<file path="config.mk">
export PLATFORM = sky130hd
export DESIGN_NAME = psg_frame_writer_flat
export DESIGN_NICKNAME = d
export VERILOG_FILES = /design/src/rtl/psg_frame_writer_if.sv /design/src/rtl/psg_frame_writer.sv /design/src/flat_wrapper.sv
export SDC_FILE = /design/constraint.sdc
export NUM_CORES = 1
export LEC_CHECK = 0
export BUFFER_PORTS_ARGS = -buffer_cell sky130_fd_sc_hd__buf_2
export CORE_UTILIZATION = 28
export CTS_CLUSTER_DIAMETER = 200
export CTS_CLUSTER_SIZE = 28
export DETAILED_ROUTE_END_ITERATION = 10
export PLACE_DENSITY = 0.55
export SLEW_MARGIN = 15
export SYNTH_ARGS = -nofsm -noshare
export SYNTH_HDL_FRONTEND = slang
export SYNTH_SLANG_ARGS = --single-unit
</file>
<file path="constraint.sdc">
create_clock -name clk -period 3.89 [get_ports clk]
set_clock_uncertainty 0.1 [all_clocks]
set_input_delay 0 -clock clk [delete_from_list [all_inputs] [get_ports clk]]
set_output_delay 0 -clock clk [all_outputs]
set_load 0.005 [all_outputs]
</file>
<file path="src/rtl/psg_frame_writer_if.sv">
// Byte-stream input and PSG register-bus output bundle for psg_frame_writer.
// master: the writer (consumes the stream, drives the PSG bus).
// slave: the stream source and the PSG core taken together.
interface psg_frame_writer_if;
  logic [7:0] s_data;
  logic       s_valid;
  logic       s_ready;
  logic [3:0] psg_addr;
  logic [7:0] psg_din;
  logic       psg_cs_n;
  logic       psg_wr_n;

  modport master (
    input  s_data, s_valid,
    output s_ready, psg_addr, psg_din, psg_cs_n, psg_wr_n
  );

  modport slave (
    output s_data, s_valid,
    input  s_ready, psg_addr, psg_din, psg_cs_n, psg_wr_n
  );
endinterface

</file>
<file path="src/rtl/psg_frame_writer.sv">
// PSG frame writer: buffers one 14-byte register frame from a valid/ready
// stream and, on each frame tick, replays R0..R13 onto the PSG bus with
// individually shaped write strobes.
module psg_frame_writer #(
  parameter int unsigned FRAME_DIV = 70000,
  parameter int unsigned WR_HOLD   = 2,
  parameter bit          SKIP_FF13 = 1'b1
) (
  input  logic              clk,
  input  logic              rst_n,
  input  logic              clk_en,
  input  logic              enable,
  psg_frame_writer_if.master bus,
  output logic              busy,
  output logic              frame_tick,
  output logic              underrun,
  output logic              overrun,
  output logic [15:0]       frame_cnt
);

  localparam int unsigned DW = $clog2(FRAME_DIV);
  localparam int unsigned HW = (WR_HOLD > 1) ? $clog2(WR_HOLD) : 1;

  typedef enum logic [2:0] {
    S_IDLE,
    S_SETUP,
    S_STROBE,
    S_HOLD,
    S_NEXT
  } state_e;

  state_e        state_q;
  logic [3:0]    reg_q;
  logic [3:0]    idx_q;
  logic [7:0]    frame_q [14];
  logic          full_q;
  logic          s_ready_q;
  logic [3:0]    addr_q;
  logic [7:0]    din_q;
  logic          cs_n_q;
  logic          wr_n_q;
  logic          busy_q;
  logic [15:0]   cnt_q;
  logic [DW-1:0] div_q;
  logic [HW-1:0] hold_q;
  logic          tick_q;
  logic          under_q;
  logic          over_q;

  logic          take;
  logic          fill_done;
  logic          tick_hit;
  logic          start;
  logic          last_reg;
  logic          seq_done;
  logic          full_d;
  logic          idle_d;
  logic          s_ready_d;
  logic [3:0]    reg_nxt;

  // Handshake, tick and sequencing conditions shared by the register blocks.
  always_comb begin
    take      = bus.s_valid && s_ready_q;
    fill_done = take && (idx_q == 4'd13);
    tick_hit  = enable && clk_en && (div_q == DW'(FRAME_DIV - 1));
    start     = tick_hit && (state_q == S_IDLE) && full_q;
    last_reg  = (reg_q == 4'd13) ||
                (SKIP_FF13 && (reg_q == 4'd12) && (frame_q[13] == 8'hFF));
    seq_done  = (state_q == S_NEXT) && last_reg;
    reg_nxt   = reg_q + 4'd1;
    full_d    = full_q;
    if (seq_done) begin
      full_d = 1'b0;
    end else if (fill_done) begin
      full_d = 1'b1;
    end
    // s_ready is registered, so it is derived from the next full/idle state
    idle_d    = ((state_q == S_IDLE) && !start) || seq_done;
    s_ready_d = !full_d && idle_d;
  end

  // Frame buffer: store each accepted byte at the current load index.
  always_ff @(posedge clk) begin
    if (take) begin
      frame_q[idx_q] <= bus.s_data;
    end
  end

  // Frame divider: count clk_en pulses while enabled and flag tick outcomes.
  always_ff @(posedge clk) begin
    if (!rst_n) begin
      div_q   <= '0;
      tick_q  <= 1'b0;
      under_q <= 1'b0;
      over_q  <= 1'b0;
    end else begin
      tick_q  <= tick_hit;
      under_q <= tick_hit && (state_q == S_IDLE) && !full_q;
      over_q  <= tick_hit && (state_q != S_IDLE);
      if (!enable) begin
        div_q <= '0;
      end else if (clk_en) begin
        div_q <= tick_hit ? '0 : div_q + DW'(1);
      end
    end
  end

  // Load control and write sequencer with registered PSG bus outputs.
  always_ff @(posedge clk) begin
    if (!rst_n) begin
      state_q   <= S_IDLE;
      reg_q     <= '0;
      hold_q    <= '0;
      idx_q     <= '0;
      full_q    <= 1'b0;
      s_ready_q <= 1'b0;
      addr_q    <= '0;
      din_q     <= '0;
      cs_n_q    <= 1'b1;
      wr_n_q    <= 1'b1;
      busy_q    <= 1'b0;
      cnt_q     <= '0;
    end else begin
      full_q    <= full_d;
      s_ready_q <= s_ready_d;
      if (take) begin
        idx_q <= fill_done ? 4'd0 : idx_q + 4'd1;
      end
      case (state_q)
        S_IDLE: begin
          if (start) begin
            state_q <= S_SETUP;
            reg_q   <= '0;
            addr_q  <= '0;
            din_q   <= frame_q[0];
            cs_n_q  <= 1'b0;
            wr_n_q  <= 1'b1;
            busy_q  <= 1'b1;
          end
        end
        S_SETUP: begin
          state_q <= S_STROBE;
          hold_q  <= '0;
          wr_n_q  <= 1'b0;
        end
        S_STROBE: begin
          if (hold_q == HW'(WR_HOLD - 1)) begin
            state_q <= S_HOLD;
            wr_n_q  <= 1'b1;
          end else begin
            hold_q <= hold_q + HW'(1);
          end
        end
        S_HOLD: begin
          state_q <= S_NEXT;
        end
        S_NEXT: begin
          if (last_reg) begin
            state_q <= S_IDLE;
            cs_n_q  <= 1'b1;
            busy_q  <= 1'b0;
            cnt_q   <= cnt_q + 16'd1;
          end else begin
            state_q <= S_SETUP;
            reg_q   <= reg_nxt;
            addr_q  <= reg_nxt;
            din_q   <= frame_q[reg_nxt];
          end
        end
        default: begin
          state_q <= S_IDLE;
          cs_n_q  <= 1'b1;
          wr_n_q  <= 1'b1;
          busy_q  <= 1'b0;
        end
      endcase
    end
  end

  assign bus.s_ready  = s_ready_q;
  assign bus.psg_addr = addr_q;
  assign bus.psg_din  = din_q;
  assign bus.psg_cs_n = cs_n_q;
  assign bus.psg_wr_n = wr_n_q;
  assign busy         = busy_q;
  assign frame_tick   = tick_q;
  assign underrun     = under_q;
  assign overrun      = over_q;
  assign frame_cnt    = cnt_q;

endmodule

</file>
<file path="src/flat_wrapper.sv">
// flat-port wrapper written by rule: the top's interface ports become plain ports
module psg_frame_writer_flat 
#(
  parameter int unsigned FRAME_DIV = 70000,
  parameter int unsigned WR_HOLD   = 2,
  parameter bit          SKIP_FF13 = 1'b1
)
  (clk, rst_n, clk_en, enable, busy, frame_tick, underrun, overrun, frame_cnt, bus_s_data, bus_s_valid, bus_s_ready, bus_psg_addr, bus_psg_din, bus_psg_cs_n, bus_psg_wr_n);
  psg_frame_writer_if bus_i ();
  input  logic clk;
  input  logic rst_n;
  input  logic clk_en;
  input  logic enable;
  output logic busy;
  output logic frame_tick;
  output logic underrun;
  output logic overrun;
  output logic [15:0] frame_cnt;
  input wire logic [$bits(bus_i.s_data)-1:0] bus_s_data;
  input wire logic [$bits(bus_i.s_valid)-1:0] bus_s_valid;
  output wire logic [$bits(bus_i.s_ready)-1:0] bus_s_ready;
  output wire logic [$bits(bus_i.psg_addr)-1:0] bus_psg_addr;
  output wire logic [$bits(bus_i.psg_din)-1:0] bus_psg_din;
  output wire logic [$bits(bus_i.psg_cs_n)-1:0] bus_psg_cs_n;
  output wire logic [$bits(bus_i.psg_wr_n)-1:0] bus_psg_wr_n;
  assign bus_i.s_data = bus_s_data;
  assign bus_i.s_valid = bus_s_valid;
  assign bus_s_ready = bus_i.s_ready;
  assign bus_psg_addr = bus_i.psg_addr;
  assign bus_psg_din = bus_i.psg_din;
  assign bus_psg_cs_n = bus_i.psg_cs_n;
  assign bus_psg_wr_n = bus_i.psg_wr_n;
  psg_frame_writer #(.FRAME_DIV(FRAME_DIV), .WR_HOLD(WR_HOLD), .SKIP_FF13(SKIP_FF13)) u_core (.clk(clk), .rst_n(rst_n), .clk_en(clk_en), .enable(enable), .bus(bus_i), .busy(busy), .frame_tick(frame_tick), .underrun(underrun), .overrun(overrun), .frame_cnt(frame_cnt));
endmodule
</file>
* Yosys cells after proc, flatten, opt, wreduce, memory -nomap -nowiden *
Memories as Yosys holds them, arrays and structs flattened.
Cells that the tools add are included.

storage, ports and cells
  output and inout port bits = 35
  logic and storage cells = 91
  memories kept = 1
  memory bits (writable) = 112
  flip-flop bits (word level) = 61
  input bits = 13

memory list
  name            depth  width  rd ports  clocked after Yosys merged registers in  wr ports  RTL line                RTL
  u_core.frame_q  14     8      3         0                                        1         psg_frame_writer.sv:35  logic [7:0] frame_q [14];

cells by class
  equal/unequal tests = 13
  multiplexer cells = 26
  add/sub/neg operators = 5
  reductions and logical operators = 29
  bitwise operators = 2

operator list
  kind                     count
  $add A17 B1 Y17 const B  1
  $eq A17 B17 Y1 const B   1
  $mux W17                 1
  $add A16 B1 Y16 const B  1
  $mux W8                  2
  $pmux W8 S2              1
  $pmux W3 S5              1
  $eq A4 B4 Y1 const B     3
  $logic_and A1 B1 Y1      12
  $mux W4                  3
  $mux W1                  11
  $reduce_and A3 Y1        3
  $add A4 B1 Y4 const B    2
  $eq A8 B8 Y1 const B     1
  $pmux W4 S2              1
  $eq A3 B2 Y1 const B     2
  $mux W3                  2
  $ne A2 B1 Y1 const B     3
  $pmux W1 S3              2
  $reduce_and A2 Y1        3
  $pmux W1 S4              1
  $reduce_bool A2 Y1       2
  $eq A3 B1 Y1 const B     1
  $eq A3 B3 Y1 const B     1
  other kinds (10)         14

* Depth between registers and ports, before layout *
Gate-level depths: netlist of the first run.

  depth in word-level cells = 8
  depth in mapped cells = 13
  gate-level depth less buffers = 8

* Worst setup path after synthesis of the first run *
No wires, ideal clock.

  path type = flip-flop to flip-flop
  start point = register u_core.reg_q[0]
  end point = register u_core.din_q[0], in the netlist u_core.bus.psg_din[0]
  library setup time = 130 ps
  stages on the path, launching flop included = 13
  required time = 3,660 ps
  path slack = 810 ps
  clock period less this slack = 3,080 ps
  path buffers = 5
  data arrival time = 2,850 ps
  path through = dfxtp_1 buf_2 buf_4 buf_2 inv_2 ha_1 buf_2 buf_2 mux4_2 mux2i_1 o22ai_1 a21oi_1 o2bb2ai_1

between the ends
  longest elaborated chain between the ends = 5
  elaborated cells on any way between the ends = 10
  those cells by class = 1 x add/sub; 3 x eq/ne; 2 x mux; 3 x reduce/logical; 1 x memory

ends and longest elaborated chain
  element                                                 RTL line                 RTL
  start: declaration                                      psg_frame_writer.sv:33   logic [3:0] reg_q;
  start signal: assignment                                psg_frame_writer.sv:165  reg_q <= reg_nxt;
  branches (longest 5 deep; another with $mem_v2 Z14 W8)  -
  end signal: assignment                                  psg_frame_writer.sv:135  din_q <= frame_q[0];
  end signal: assignment                                  psg_frame_writer.sv:167  din_q <= frame_q[reg_nxt];
  end: declaration                                        psg_frame_writer.sv:39   logic [7:0] din_q;

Several ways; the timed one is not identified. The select of a mux whose other input is x is not followed.
A chain may end at the register's enable or synchronous reset.

* Worst setup path after layout of the first run *
  start point = register u_core.reg_q[0]
  end point = register u_core.din_q[1], in the netlist u_core.bus.psg_din[1]

The elaborated chain is that of the path after synthesis.

==> impl_metrics.ini, run 1 <==
[grt]
antenna_found_initial = 0
track_usage = 0.130
grt_pass1_vias = 4447
overflow = 0
grt_max_degree = 29
grt_pass1_wl_um = 25300

[setup_path]
critPathTopFamily = compound AO/OA/AOI/OAI gates
reg2reg_slack_ns = 1.19
critical_path_buf_inv_count = 1
timing.setup.critical_path_class = reg2reg
cp_max_fo = 7
crit_slowest_cell = o31ai_1
critPathLaunchType = flop
arrival_ns = 2.95
reg2regPathDepth = 8
endpoint_kind = flop
worst_path_largest_cell_delay_ns = 0.49
critPathRequiredTime_ns = 4.14
crit_chain = inv_2 -> ha_1 -> nand4_1 -> o31ai_1 -> nor2_1 -> a31oi_4 -> and2_0 -> o2bb2ai_1
reg2reg_to = u_core.bus.psg_din[1]
reg2reg_from = u_core.reg_q[0]

[clock_network]
clock_path_buffers = 2
path_clk_slew_ns = 0.07
root_buffer = clkbuf_16
cts_tree = yes
clk_latency_ns = 0.43
cts_setup_buffers = 0
clock-sinks = 173
cts_made_buffers = 17
cts.htree.levels = 4

[timing]
finalHoldViolations = 0
tns_ns = 0
rsz0062_at_grt = no
period_needed_ns = 2.70
drv_slew = 0
worst_pin_slew_ns = 0.768
timing.fmax_mhz = 370
relSlewSlack = 0.487
period_share = 0.694
setup-violations-final = 0

[detailed_routing]
via_per_inst = 4.76
drt_iter0_drc = 319
drt_wl_total_um = 16300
drtAntennaViolNets = 0
wl_per_cell_um = 17.6
drc = 0
detail_route.first_pass.iterations = 4
dr_total_vias = 4408

[logic_synthesis]
syn_inst = 521
synth_fp_nets = 543
synth.most_common_cell = edfxtp_1
avgSynthCellArea_um2 = 13.7
synth_edf_count = 112
synth_top_area_share = 0.472
syn-cell-area_um2 = 7120
synthFlopType = edfxtp_1
ys_seq_elements = 173
yosysWarnings = 0
yosys-top-cells-count = edfxtp_1 (112), dfxtp_1 (61), nor2_1 (49)
seq_area_frac_synth = 0.644
synthArstFlopShare = 0
synth_area_leader_cell = edfxtp_1
ys_top_cells_by_area = edfxtp_1 (47%), dfxtp_1 (17%), mux4_2 (7.6%), xor2_1 (3.1%), nor2_1 (2.6%)
yosysUniqueCellTypes = 53

[hold_path]
worstHoldEndpoint = u_core.bus.psg_cs_n
hold_depth = 3
hold_path.class = in2reg
hp-start = rst_n

[power]
pwr-share-clk = 0.446
cellPowerDensity_nw_per_um2 = 438
combPwrFrac = 0.020
p_sw_uw = 843
intPower_uw = 2840
ir_drop_mv = 0.410
seqPwrFrac = 0.534
swShare = 0.229
p_leak_uw = 0.00289

[floorplan]
core_um2 = 25000
die-area_um2 = 26100
dieHeight_um = 161
die_x_um = 161
fp-row-count = 58
io_pins = 48
initial_core_util = 0.285

[finish]
multi_input_area_um2 = 2410
drive_gt1_frac = 0.195
fin_cells = 926
diodes = 0
seq_area_um2 = 4580
fillerInstances = 2459
area_growth_pct = 18.1
nNetsFinal = 605

[outcome]
status = finished, final reports clean

[place]
dp_hpwl_um = 11500
place_inst = 880
port_buffers = 47
globalplace.congestion = 0.817

[run]
maxCapViolations = 0
-- stage by stage --
| stage | util | cell area [um^2] | total power (uW) | hold slack [ns] | setup WS [ns] |
|---|---|---|---|---|---|
| 4_1_cts | 0.336 | 8420 | 3710 | 0.359 | 1.24 |
| 5_1_grt | 0.336 | 8420 | 3780 | 0.378 | 1.05 |
| 3_3_place_gp | 0.308 | 7700 | 2070 | 0.169 | 1.36 |
| 2_1_floorplan | - | 7120 | 2030 | -0.00113 | 0.810 |
| 6_report | 0.336 | 8420 | 3680 | 0.360 | 1.19 |
| 3_5_place_dp | 0.308 | 7700 | 2070 | 0.166 | 1.27 |
-- cell usage in the layout, fill, tap and decap left out, types with 3 or more instances in the layout --
cell	count
nor3_1	9
inv_8	5
xnor2_1	10
nand3_1	22
dlygate4sd3_1	14
xor2_1	24
dfxtp_1	61
nor2b_1	3
clkbuf_16	17
o2bb2ai_1	6
nand2b_1	3
inv_6	4
nor3b_1	5
a21oi_1	17
o22ai_1	6
nand4_1	10
buf_2	47
nor2_1	49
mux4_2	24
and3_1	11
inv_1	5
buf_4	4
edfxtp_1	112
and2_1	16
o21ai_0	12
ha_1	9
mux2i_1	15
a22oi_1	3
nand2_1	35
-- metal layers --
| layer | global-route usage | vias up | routed length [um] |
|---|---|---|---|
| met2 | 0.233 | 85 | 8540 |
| li1 | - | 2070 | - |
| met5 | 0 | - | 0 |
| met4 | 0.0407 | 0 | 265 |
| met1 | 0.154 | 2232 | 7030 |
| met3 | 0.0293 | 21 | 499 |
-- state kept, by name, indices dropped and copies added (netlist names), 3 cells and up --
register            flops
u_core.state_q          3
u_core.bus.psg_din      8
u_core.reg_q            4
u_core.idx_q            4
u_core.frame_q        112
u_core.div_q           17
u_core.frame_cnt       16
-- layout make-up --
type,instances,area share
clock inverter,15,0.0177
multi-input combinational,319,0.287
inverter,7,0.00312
tap,330,0.0491
sequential,173,0.545
clock buffer,17,0.0506
timing repair buffer,65,0.0482
-- worst max-delay path by stage --
stage | from | end | slack, ns | cells past startpoint
2_1_floorplan | u_core.reg_q[0] | u_core.bus.psg_din[0] | 0.81 | 12
3_3_place_gp | u_core.reg_q[0] | u_core.bus.psg_din[3] | 1.36 | 8
3_5_place_dp | u_core.reg_q[0] | u_core.bus.psg_din[1] | 1.27 | 8
4_1_cts | u_core.reg_q[0] | u_core.bus.psg_din[1] | 1.24 | 8
5_1_grt | u_core.reg_q[0] | u_core.bus.psg_din[1] | 1.05 | 8
6_report | u_core.reg_q[0] | u_core.bus.psg_din[1] | 1.19 | 8
-- cells by family after synthesis --
kind of cell               after synthesis  synth area share
and+or+nand+nor                        179             0.129
DFF                                    173             0.644
AOI/OAI and AO/OA                       57            0.0525
muxes                                   39            0.0970
xor gates and xnor gates                35            0.0430
buffers and inverters                   29            0.0188
adders and majority gates                9            0.0158
-- worst reg2reg max path, stage by stage (launching register included) --
cell       delay [ns]
dfxtp_1          0.35
inv_2            0.20
ha_1             0.18
nand4_1          0.13
o31ai_1          0.49
nor2_1           0.24
a31oi_4          0.29
and2_0           0.48
o2bb2ai_1        0.18
-- power groups by stage --
stage | clock network [uW] | logic (uW) | registers, uW
after floorplan | 0 | 27.2 | 2010
after global placement | 0 | 62.4 | 2010
after detailed placement | 0 | 64.7 | 2010
after CTS | 1670 | 75.4 | 1970
after global routing | 1740 | 81.2 | 1970
final | 1640 | 74.0 | 1970
-- timing repair --
item                      in CTS  in global routing
hold buffers                  14                  0
gates resized for setup        0                  0
hold endpoints to repair     130                  0
Power figures use the tool's default switching activity.
==> inputs of run 2 (changes only) <==
--- a/config.mk
+++ b/config.mk
@@ -10,7 +10,7 @@
 export CTS_CLUSTER_DIAMETER = 200
 export CTS_CLUSTER_SIZE = 28
 export DETAILED_ROUTE_END_ITERATION = 10
-export PLACE_DENSITY = 0.55
+export PLACE_DENSITY = 0.57
 export SLEW_MARGIN = 15
 export SYNTH_ARGS = -nofsm -noshare
 export SYNTH_HDL_FRONTEND = slang
==> constraint.sdc (replaced) <==
create_clock -name clk -period 2.47 [get_ports clk]
set_clock_uncertainty 0.1 [all_clocks]
set_input_delay 0 -clock clk [delete_from_list [all_inputs] [get_ports clk]]
set_output_delay 0 -clock clk [all_outputs]
set_load 0.005 [all_outputs]
==> run 2 against run 1 <==
  * Sequential cell count did not move
  * Critical path depth unchanged
  * Non-clock buffer count rose by 12
  * Critical endpoint is now u_core.bus.psg_din[6]
==> impl_metrics.ini, run 2 (synthesis gave the netlist of run 1 again) <==
[finish]
diodes = 0
seq_area_um2 = 4590
mostFrequentLayoutCells = edfxtp_1 (112), dfxtp_1 (60), nor2_1 (49)
multi_input_area_um2 = 2440
nNetsFinal = 617
drive_gt1_frac = 0.215
final_common_cell = edfxtp_1
final_area_um2 = 8580
utilization = 0.343
fillerInstances = 2451
top_register = u_core.frame_q
largest_reg_flops = 112
area_growth_pct = 20.4

[detailed_routing]
drt-met1-wl_um = 7610
drc = 0
met2_length_um = 7330
wl_met3_um = 468
drt_wl_total_um = 15700
drt_iter0_drc = 308
detail_route.first_pass.iterations = 4
dr_total_vias = 4300
routed.top_layer = met4
drtAntennaViolNets = 0
wl_per_cell_um = 16.7
via_per_inst = 4.58

[floorplan]
io_pins = 48
fp-row-count = 58
initial_core_util = 0.285
die_x_um = 161
dieHeight_um = 161
die-area_um2 = 26100
core_um2 = 25000

[timing]
timing.fmax_mhz = 430
rsz0062_at_grt = no
finalHoldViolations = 0
worst_pin_slew_ns = 0.669
timing.hold.ws_ns = 0.345
worst_slack_ns = 0.144
tns_ns = 0
period_share = 0.942
relSlewSlack = 0.551
setup-violations-final = 0
period_needed_ns = 2.33
drv_slew = 0

[clock_network]
clock_path_buffers = 2
cts_made_buffers = 17
root_buffer = clkbuf_16
cts.htree.levels = 4
path_clk_slew_ns = 0.07
clock-sinks = 173
cts_tree = yes
clk_latency_ns = 0.42

[outcome]
status = finished, final reports clean

[place]
globalplace.congestion = 0.751
port_buffers = 47
dp_hpwl_um = 10900
pre_cts_slack_ns = 0.0884
placed_area_um2 = 7840

[setup_path]
critPathLaunchType = flop
arrival_ns = 2.52
timing.setup.critical_path_class = reg2reg
cp_max_fo = 9
critPathRequiredTime_ns = 2.66
endpoint_kind = flop

[hold_path]
hold_path.class = in2reg

[grt]
overflow = 0
track_usage = 0.125
antenna_found_initial = 0
grt_pass1_vias = 4301
grt_max_degree = 31
grt_pass1_wl_um = 24700

[power]
p_leak_uw = 0.00296
ir_drop_mv = 0.459
cellPowerDensity_nw_per_um2 = 670

[run]
maxCapViolations = 0
-- run 2: critical path, cell delays in order, from the launching register on --
cell	delay (ns)
dfxtp_4	0.43
inv_8	0.07
ha_4	0.39
buf_4	0.22
mux4_2	0.35
o21ai_0	0.33
o22ai_1	0.12
a21oi_1	0.13
o2bb2ai_1	0.06
-- run 2: final cells by class --
type / count / share of cell area
sequential: 173 / 0.535
tap: 330 / 0.0481
multi-input combinational: 319 / 0.284
clock inverter: 14 / 0.0155
timing repair buffer: 77 / 0.0636
clock buffer: 18 / 0.0500
inverter: 7 / 0.00394
-- run 2: metrics by stage --
step / power (uW) / std cells
after floorplan: 3200 / 521
after global placement: 3260 / 891
after detailed placement: 3260 / 891
after CTS: 5800 / 937
after global routing: 5930 / 938
final: 5750 / 938
-- run 2: final timing paths --
| kind | from | endpoint | slack [ns] | cells past startpoint |
|---|---|---|---|---|
| max reg2reg | u_core.reg_q[0] | u_core.bus.psg_din[6] | 0.14 | 8 |
| min reg2reg | u_core.bus.psg_din[5] | u_core.bus.psg_din[5] | 0.37 | 1 |
| min | rst_n | u_core.bus.psg_cs_n | 0.35 | 3 |
| max | u_core.reg_q[0] | u_core.bus.psg_din[6] | 0.14 | 8 |
-- run 2: timing repair --
action | CTS | global route
setup endpoints to repair | 0 | 11
hold buffers | 14 | 0
resized for setup | 0 | 4
setup buffers | 0 | 1
endpoints found under the hold margin | 143 | 0
-- run 2: routing by layer --
metal / GRT usage / vias up
li1: - / 2101
met1: 0.169 / 2109
met2: 0.199 / 74
met3: 0.0241 / 16
met4: 0.0472 / 0
met5: 0 / -
-- run 2: report_power, final --
group          total [uW]  internal (uW)  switching [uW]
logic                 115           39.6            75.8
clock network        2530           1400            1130
registers            3100           3090            10.2
total                5750           4530            1220
